## config.mk

```make
export PLATFORM = sky130hd
export DESIGN_NAME = gray_ptr_rx
export DESIGN_NICKNAME = d
export VERILOG_FILES = /design/src/rtl/gray_ptr_rx.sv
export SDC_FILE = /design/constraint.sdc
export NUM_CORES = 1
export LEC_CHECK = 0
export CORE_UTILIZATION = 30
export DETAILED_ROUTE_END_ITERATION = 12
export SKIP_LAST_GASP = 1
export SLEW_MARGIN = 10
export SYNTH_ARGS = -nofsm -noshare
export SYNTH_HDL_FRONTEND = slang
export SYNTH_SLANG_ARGS = --single-unit
export TNS_END_PERCENT = 100
```

## constraint.sdc

```tcl
create_clock -name i_clk -period 5.88 [get_ports i_clk]
set_input_delay 0.882 -clock i_clk [delete_from_list [all_inputs] [get_ports i_clk]]
set_output_delay 0.882 -clock i_clk [all_outputs]
set_load 0.02 [all_outputs]
```

## src/rtl/gray_ptr_rx.sv

```systemverilog
// rtl/gray_ptr_rx.sv - gray pointer receiver: 2-flop sync, binary decode, delta, illegal-jump tracking
module gray_ptr_rx #(
  parameter int BW_DATA   = 8,
  parameter int BW_ERRCNT = 8
) (
  input  logic                 i_clk,
  input  logic                 i_rst,
  input  logic [BW_DATA-1:0]   i_gray,
  input  logic                 i_clr,
  output logic [BW_DATA-1:0]   o_bin,
  output logic                 o_valid,
  output logic [BW_DATA-1:0]   o_delta,
  output logic                 o_err,
  output logic [BW_ERRCNT-1:0] o_err_cnt
);

  logic [BW_DATA-1:0] sync1;
  logic [BW_DATA-1:0] sync2;
  logic [BW_DATA-1:0] prev_gray;

  logic [BW_DATA-1:0] bin_cur;
  logic [BW_DATA-1:0] bin_prev;
  logic [BW_DATA-1:0] diff;
  logic               changed;
  logic               illegal;

  function automatic logic [BW_DATA-1:0] g2b(input logic [BW_DATA-1:0] g);
    logic [BW_DATA-1:0] b;
    b[BW_DATA-1] = g[BW_DATA-1];
    for (int k = BW_DATA - 2; k >= 0; k--) begin
      b[k] = b[k+1] ^ g[k];
    end
    return b;
  endfunction

  always_comb begin
    bin_cur  = g2b(sync2);
    bin_prev = g2b(prev_gray);
    diff     = sync2 ^ prev_gray;
    changed  = (diff != '0);
    // More than one bit set <=> clearing the lowest set bit leaves something behind
    illegal  = ((diff & (diff - {{(BW_DATA-1){1'b0}}, 1'b1})) != '0);
  end

  // Plain flop chain: nothing may sit between sync1 and sync2
  always_ff @(posedge i_clk or posedge i_rst) begin
    if (i_rst) begin
      sync1     <= '0;
      sync2     <= '0;
      prev_gray <= '0;
    end else begin
      sync1     <= i_gray;
      sync2     <= sync1;
      prev_gray <= sync2;
    end
  end

  always_ff @(posedge i_clk or posedge i_rst) begin
    if (i_rst) begin
      o_bin   <= '0;
      o_valid <= 1'b0;
      o_delta <= '0;
    end else begin
      o_bin   <= bin_cur;
      o_valid <= changed;
      o_delta <= bin_cur - bin_prev;
    end
  end

  // A new illegal transition beats a coincident clear
  always_ff @(posedge i_clk or posedge i_rst) begin
    if (i_rst) begin
      o_err     <= 1'b0;
      o_err_cnt <= '0;
    end else if (illegal) begin
      o_err <= 1'b1;
      if (i_clr)
        o_err_cnt <= {{(BW_ERRCNT-1){1'b0}}, 1'b1};
      else if (o_err_cnt != '1)
        o_err_cnt <= o_err_cnt + 1'b1;
    end else if (i_clr) begin
      o_err     <= 1'b0;
      o_err_cnt <= '0;
    end
  end

endmodule

```

# Word level (Yosys, flattened, before mapping)
# Index checks and enable logic that the tools add are counted.
# classes
bitwise	16
n_eq_ne	1
add_sub_neg	3
reduce_logical	5
mux	6
# op_table
op	count
8-bit 2-to-1 mux	4
8-bit nonzero test	2
1-bit bitwise XOR	14
8-bit by 1-bit adder with 8-bit output (second input constant)	1
8-bit bitwise AND	1
8-bit inequality test (second input constant)	1
8-bit by 1-bit subtractor with 8-bit output (second input constant)	1
8-bit subtractor	1
8-bit bitwise XOR	1
2-bit nonzero test	2
1-bit 2-to-1 mux	2
2-bit AND reduction	1
# totals
out_inout_bits	26
inputBits	11
register_bits	50

# Logic depth before layout (Yosys ltp)
# Gate-level depths: netlist of run 1.
# depth
depth_word	8
depth_mapped	13
mapped_depth_nobuf	12

# Least setup slack after synthesis of run 1
# No wires, ideal clock.
# synth_timing
path_kind	reg2reg
from	reg sync2[7]
to	reg o_delta[7]
period_less_slack_ns	3.041
t_required_ns	5.751
stages_incl_launch_ff	12
path_slack_ns	2.839
t_arrival_ns	2.911
n_path_buf	0
cell_sequence	dfrtp_1 -> xor3_2 -> xnor3_2 -> xor2_2 -> xnor2_1 -> ha_1 -> maj3_1 -> nand2_1 -> o21ai_0 -> a41oi_1 -> nor3_1 -> nand3b_1
# synth_via
elab_chain_cells	8
# synth_lines
element	line_no	source
start: declaration	18	logic [BW_DATA-1:0] sync2;
start signal: assignment	53	sync2 <= sync1;
1-bit bitwise XOR * (2 in a row)	31	b[k] = b[k+1] ^ g[k];
via bin_cur[5]	21	logic [BW_DATA-1:0] bin_cur;
1-bit bitwise XOR * (3 in a row)	31	
via bin_cur[2]	21	
1-bit bitwise XOR *	31	
via bin_cur[1]	21	
1-bit bitwise XOR	31	
8-bit subtractor *	66	o_delta <= bin_cur - bin_prev;
end signal: assignment	66	
end: declaration	12	output logic [BW_DATA-1:0] o_delta,
# Mark *: on every way through the listed nets, which the timed path passes. The rest lies on a longest branch.
# A chain may end at the register's enable or synchronous reset.

# Worst setup path after layout of run 1
# Same ends and word-level chain as after synthesis.

==> impl_results.md, run 1 <==
* Worst reg2reg startpoint: sync2[7]
* CP Launch Type: register
* Post-Syn Instances at 181
* Synth Area per Inst at between 10 and 15 um2
* Reg clk slew, reported paths at 0.08 ns
* Ys Warns at 0
* Post-DP HPWL at around 2.7 mm
* Crit path arrival time at about 3.4 ns
* Initial antenna violation count at 0
* Hold Crit Class: register to register
* Routability cong. at around 0.75
* Setup TNS at 0 ns
* Post-synthesis net count at roughly 200
* Grt total ovfl at 0
* Num ports at 37
* Fin. Hold Viols at 0
* Vias/cell at approximately 4.3
* Crit path cell chain: xor3_2 -> xnor3_2 -> xor2_2 -> xnor2_1 -> ha_1 -> maj3_1 -> nand2_1 -> o21ai_0 -> a41oi_1 -> nor3_1 -> nand3b_1
* Post-CTS Setup Inserts at 0
* Worst Skew at around 0.011 ns
* Filler Cell Count at about 700
* Post-Syn Area at 0.002217 mm2
* First-pass detailed-route iteration total at 4
* Max_cap viols at 0
* Die height at between 80 and 90 um
* Clock Latency Late Sink at around 0.30 ns
* P per Cell Area at roughly 350 mW/mm2
* Iter 0 DRT Violations at 48
* Worst Path Max Fanout at 7
* Total Power at 0.0009653 W
* Final Core Density at roughly 40%
* Final setup fails at 0
* Share of layout cells above drive strength 1 at 8.145%
* Clock period minus final worst setup slack at approximately 3.3 ns
* R2R Setup Slk at ~2.6 ns
* WL per Instance at between 10 and 15 um
* Family with the most delay on the worst path: XOR/XNOR gates
* Flops & latches, synth at 49
* Clk Tree Root Cell: clkbuf_8
* Crit path depth at 11
* CP Capture Type: register
* Number of routed nets with antenna violations at 0
* First-pass GRT wire length at roughly 6.4 mm
* Place WS at roughly 2.6 ns
* Residual DRC at 0
* Inst Count DP at 309
* Final period util at between 50% and 60%
* Die width at 87.97 um
* Unrepaired setup endpoints after global routing: false
* Setup crit end: o_delta[7]
* Static leakage at ~1.2 nW
* Worst r2r dst: o_delta[7]
* Total CTS buffers at 5
* Worst Path Buf+Inv at 0
* Row count at 30
* Die Area at around 0.0077 mm2
* Net count, final at about 240
* Worst Setup SP: sync2[7]
* Netlist cell types at 40
* Max-slew headroom at between 30% and 40%
* Vias in the first global route at about 1400
* CP max stage cell: xor3_2
* # diodes at 0
* Largest net degree at the start of global routing at 50
* Clock buffer depth at 2
* Sink Count at around 50
* Pins over their slew limit at 0
* Worst-margin pin slew at just under 1 ns
* Asr flop ratio synth at 100.0%
* Total Wirelength at 3.669 mm
* Non-Filler Instances at about 320
* Post-CTS Resized at 0
* Initial Utilization at 31.76%
* Critical Path Max Stage Delay at ~0.54 ns
* Area Overhead vs Synth at 24.55%
* Status: finished clean
* Placeable Area at around 0.007 mm2
* Critical path class: register to register
* Register Area at 0.001226 mm2
* R2R depth at 11
* Post-synth EDFFs at 0
* Required @ worst endpoint at between 6 and 7 ns
* H-Tree Depth at 2
* GRT Overall Usage at 10.93%
* Final worst slack at 2.618 ns
* CTS tree: built
* Vias after detailed routing at roughly 1400
* Cts hold-fix bufs at 0
* Count of input and output buffers at 36
* Top_reg_cell synth: dfrtp_1
* VDD IR max at about 0.12 mV
* Multi-input logic area at about 930 um2
* F_max at approximately 0.31 GHz
* Seq/Total Area, Yosys at 55.30%
==> cell type report <==
class	instances	area share (%)
Clock inverter	2	0.3625
Inverter	10	1.359
Timing Repair Buffer	36	13.05
Sequential cell	49	44.40
Tap cell	96	4.350
Clock buffer	6	2.628
Multi-Input combinational cell	118	33.85
==> report_power, final <==
group	total, W	internal [W]	switching, W
combinational	0.000364	0.000178	0.000185
clock	0.000190	0.0000826	0.000108
sequential	0.000412	0.000389	0.0000221
==> cells by family (layout without fill, tap and decap cells) <==
| kind of cell | after synthesis | in the layout | share of synthesized area [%] |
|---|---|---|---|
| muxes | 3 | 3 | 1.354 |
| AOI/OAI and AO/OA | 25 | 25 | 8.239 |
| buffers and inverters | 14 | 54 | 2.540 |
| xor gates and xnor gates | 36 | 36 | 18.45 |
| adders and majority gates | 6 | 6 | 3.273 |
| DFF | 49 | 49 | 55.30 |
| and+or+nand+nor | 48 | 48 | 10.84 |
==> cell usage after synthesis, types with 3 or more instances <==
| master | count | area share (%) |
|---|---|---|
| nand2_1 | 10 | 1.7 |
| nor2_1 | 12 | 2.0 |
| o21ai_0 | 6 | 1.4 |
| a21oi_1 | 4 | 0.90 |
| dfrtp_1 | 49 | 55 |
| ha_1 | 5 | 2.8 |
| inv_1 | 10 | 1.7 |
| nand3_1 | 7 | 1.6 |
| xor2_1 | 10 | 4.0 |
| and3_1 | 6 | 1.7 |
| mux2i_1 | 3 | 1.4 |
| a211oi_1 | 4 | 1.4 |
| xnor2_1 | 19 | 7.5 |
==> layer usage <==
layer | part of all wire (%) | vias up | global-route usage [%]
met4 | 2.0 | 0 | 4.918
met3 | 3.9 | 8 | 2.828
met5 | 0 | - | 0
li1 | - | 689 | -
met2 | 44 | 29 | 16.77
met1 | 50 | 652 | 14.51
==> state kept, by name (all words and copies together) (netlist names) <==
signal	flops
o_bin	8
o_valid	1
o_delta	8
o_err	1
sync2	8
sync1	8
o_err_cnt	8
prev_gray	7
==> per-stage QoR <==
stage	cell area [um2]	hold slack, ns
2_1_floorplan	2217	0.3312
3_3_place_gp	2679	0.3362
3_5_place_dp	2679	0.3347
4_1_cts	2761	0.3578
5_1_grt	2761	0.3644
6_report	2761	0.3536
==> cells in the final DEF, fill, tap and decap left out, types with 2 or more instances in the layout <==
master,synthesis,layout
a21o_1,2,2
dfrtp_1,49,49
or3_1,2,2
nor3_1,2,2
a211oi_1,4,4
nand3_1,7,7
a21oi_1,4,4
ha_1,5,5
mux2i_1,3,3
xnor3_2,2,2
xor2_1,10,10
o221ai_2,2,2
clkdlybuf4s50_1,0,36
nand4_1,2,2
clkinv_2,0,2
clkbuf_8,0,5
or2_2,2,2
o21ai_0,6,6
inv_1,10,9
a31oi_1,2,2
nor2_1,12,12
nand2_1,10,10
and3_1,6,6
xnor2_1,19,19
==> worst min-delay path by stage <==
stage	from	endpoint	cells past startpoint
6_report	sync1[4]	sync2[4]	0
3_3_place_gp	sync1[0]	sync2[0]	0
2_1_floorplan	sync1[0]	sync2[0]	0
5_1_grt	sync1[4]	sync2[4]	0
4_1_cts	sync1[2]	sync2[2]	0
3_5_place_dp	sync1[6]	sync2[6]	0
(Power assumes the default switching activity.)
==> inputs of run 2 (changes only) <==
==> constraint.sdc (replaced) <==
create_clock -name i_clk -period 3.2 [get_ports i_clk]
set_input_delay 0.48 -clock i_clk [delete_from_list [all_inputs] [get_ports i_clk]]
set_output_delay 0.48 -clock i_clk [all_outputs]
set_load 0.02 [all_outputs]
==> run 2 against run 1 <==
  * Clock-buffer cell count increased by 1
  * Clock skew decreased by 0.0060 ns
  * Sequential power increased by 84%
  * Worst hold slack got worse by 0.0023 ns
  * First-iteration DRC count increased by 33%
  * Sequential share of layout area decreased by 1.4 points
  * Routed wire length increased by 5.1%
  * Core utilization increased by 1.3 points
  * Clock power increased by 100%
==> impl_results.md, run 2 (synthesis gave the netlist of run 1 again) <==
* Status: finished clean
* Cts hold-fix bufs at 0
* F_max at approximately 0.33 GHz
* Setup TNS at 0 ns
* Net count, final at roughly 240
* Placeable Area at ~0.0070 mm2
* GR Layer Usage met1 at 15.70%
* Final period util at a little over nine tenths
* Vias after detailed routing at 1416
* Sink Count at 49
* Die Area at between 0.007 and 0.008 mm2
* GR peak layer: met2
* CP Capture Type: register
* Seq pwr share at roughly 41%
* Die width at ~88 um
* Max-slew headroom at 34.27%
* Clock buffer depth at 2
* Clock Latency Late Sink at roughly 0.29 ns
* Post-CTS Resized at 0
* Largest net degree at the start of global routing at 50
* Place WS at 0.04847 ns
* Most frequent cells in the layout: 49 x dfrtp_1, 36 x clkdlybuf4s50_1, 18 x xnor2_1
* Clk Tree Root Cell: clkbuf_8
* VDD IR max at between 0.2 and 0.25 mV
* Die height at slightly below 90 um
* First-pass detailed-route iteration total at 4
* Initial Utilization at a little under a third
* Count of input and output buffers at 36
* Share of layout cells above drive strength 1 at between 10% and 20%
* H-Tree Depth at 2
* Vias/cell at 4.398
* Total CTS buffers at 5
* Num ports at 37
* Final setup fails at 0
* P per Cell Area at 652.7 mW/mm2
* Power Internal at ~0.0013 W
* Total Wirelength at just under 4 mm
* Worst reg2reg startpoint: sync2[7]
* Residual DRC at 0
* Pins over their slew limit at 0
* Worst Skew at approximately 0.0050 ns
* Logic pwr share at slightly below 40%
* Met2 usage at approximately 19%
* Post-DP HPWL at 2.796 mm
* Sw power at 0.0005969 W
* Initial antenna violation count at 0
* Non-Filler Instances at 322
* Required @ worst endpoint at 3.38 ns
* Post-CTS Setup Inserts at 0
* Worst Path Max Fanout at 4
* Worst Setup SP: sync2[7]
* Clock period minus final worst setup slack at 3.020 ns
* Switching Fraction at between 30% and 40%
* Unrepaired setup endpoints after global routing: false
* CTS tree: built
* Reg clk slew, reported paths at 0.09 ns
* Clock power share at between 20% and 30%
* Grt total ovfl at 0
* Number of routed nets with antenna violations at 0
* Critical path class: register to register
* Routability cong. at around 0.74
* Vias in the first global route at approximately 1500
* Hold Crit Class: register to register
* Row count at 30
* Hold_sp: sync1[0]
* Final worst slack at ~0.18 ns
* # diodes at 0
* Crit path arrival time at 3.20 ns
* WL per Instance at ~12 um
* Total Power at 0.001862 W
* Fin. Hold Viols at 0
* Iter 0 DRT Violations at 64
* Area Overhead vs Synth at 28.67%
* Max_cap viols at 0
* First-pass GRT wire length at around 7 mm
* Inst Count DP at 314
* GRT Overall Usage at a little under an eighth
* Static leakage at approximately 1.2 nW
* Leading cell type in the layout, fill and taps excluded: dfrtp_1
* CP Launch Type: register
* Met3 GRT Util at roughly 2.6%
* Worst-margin pin slew at ~0.98 ns
==> run 2: power groups by stage <==
stage | logic, W | clock network (W) | registers (W)
after detailed placement | 0.000698 | 0 | 0.000772
after floorplan | 0.000338 | 0 | 0.000871
after CTS | 0.000703 | 0.000408 | 0.000760
final | 0.000716 | 0.000387 | 0.000758
after global placement | 0.000689 | 0 | 0.000772
after global routing | 0.000784 | 0.000436 | 0.000770
==> run 2: cell type report <==
class	instances	area, um2
timing repair buffer	41	397.9
tap	96	120.1
sequential	49	1226
inverter	10	37.54
multi-input combinational	118	969.7
clock inverter	1	5.005
fill	715	4129
clock buffer	7	96.34
==> run 2: worst paths after layout <==
path,slack [ns],end,cells after the start
worst max register to register,0.18,o_delta[7],11
worst max-delay path,0.18,o_delta[7],11
max in group asynchronous,1.86,prev_gray[5],2
worst min register to register,0.35,sync2[0],0
min in group asynchronous,0.74,sync1[1],2
worst min-delay path,0.35,sync2[0],0
==> run 2: stage by stage <==
step                      utilization, %  hold slack (ns)  cell area, um2
after floorplan                        -           0.3312            2217
after global placement             38.91           0.3349            2716
after detailed placement           38.91           0.3347            2716
after CTS                          40.36           0.3551            2818
after global routing               40.86           0.3587            2853
final                              40.86           0.3513            2853
==> run 2: routing by layer <==
metal  vias up  share of wire (%)
li1        704                  -
met1       667                 48
met2        38                 46
met3         7                4.2
met4         0               0.96
met5         -                  0
==> run 2: critical path, cell delays in order (launching register included) <==
cell	delay (ns)
dfrtp_1	0.42
xor3_2	0.49
xnor3_2	0.43
xor2_4	0.19
xnor2_2	0.16
ha_1	0.24
maj3_1	0.36
nand2_1	0.08
o21ai_2	0.07
a41oi_2	0.23
nor3_1	0.08
nand3b_1	0.15
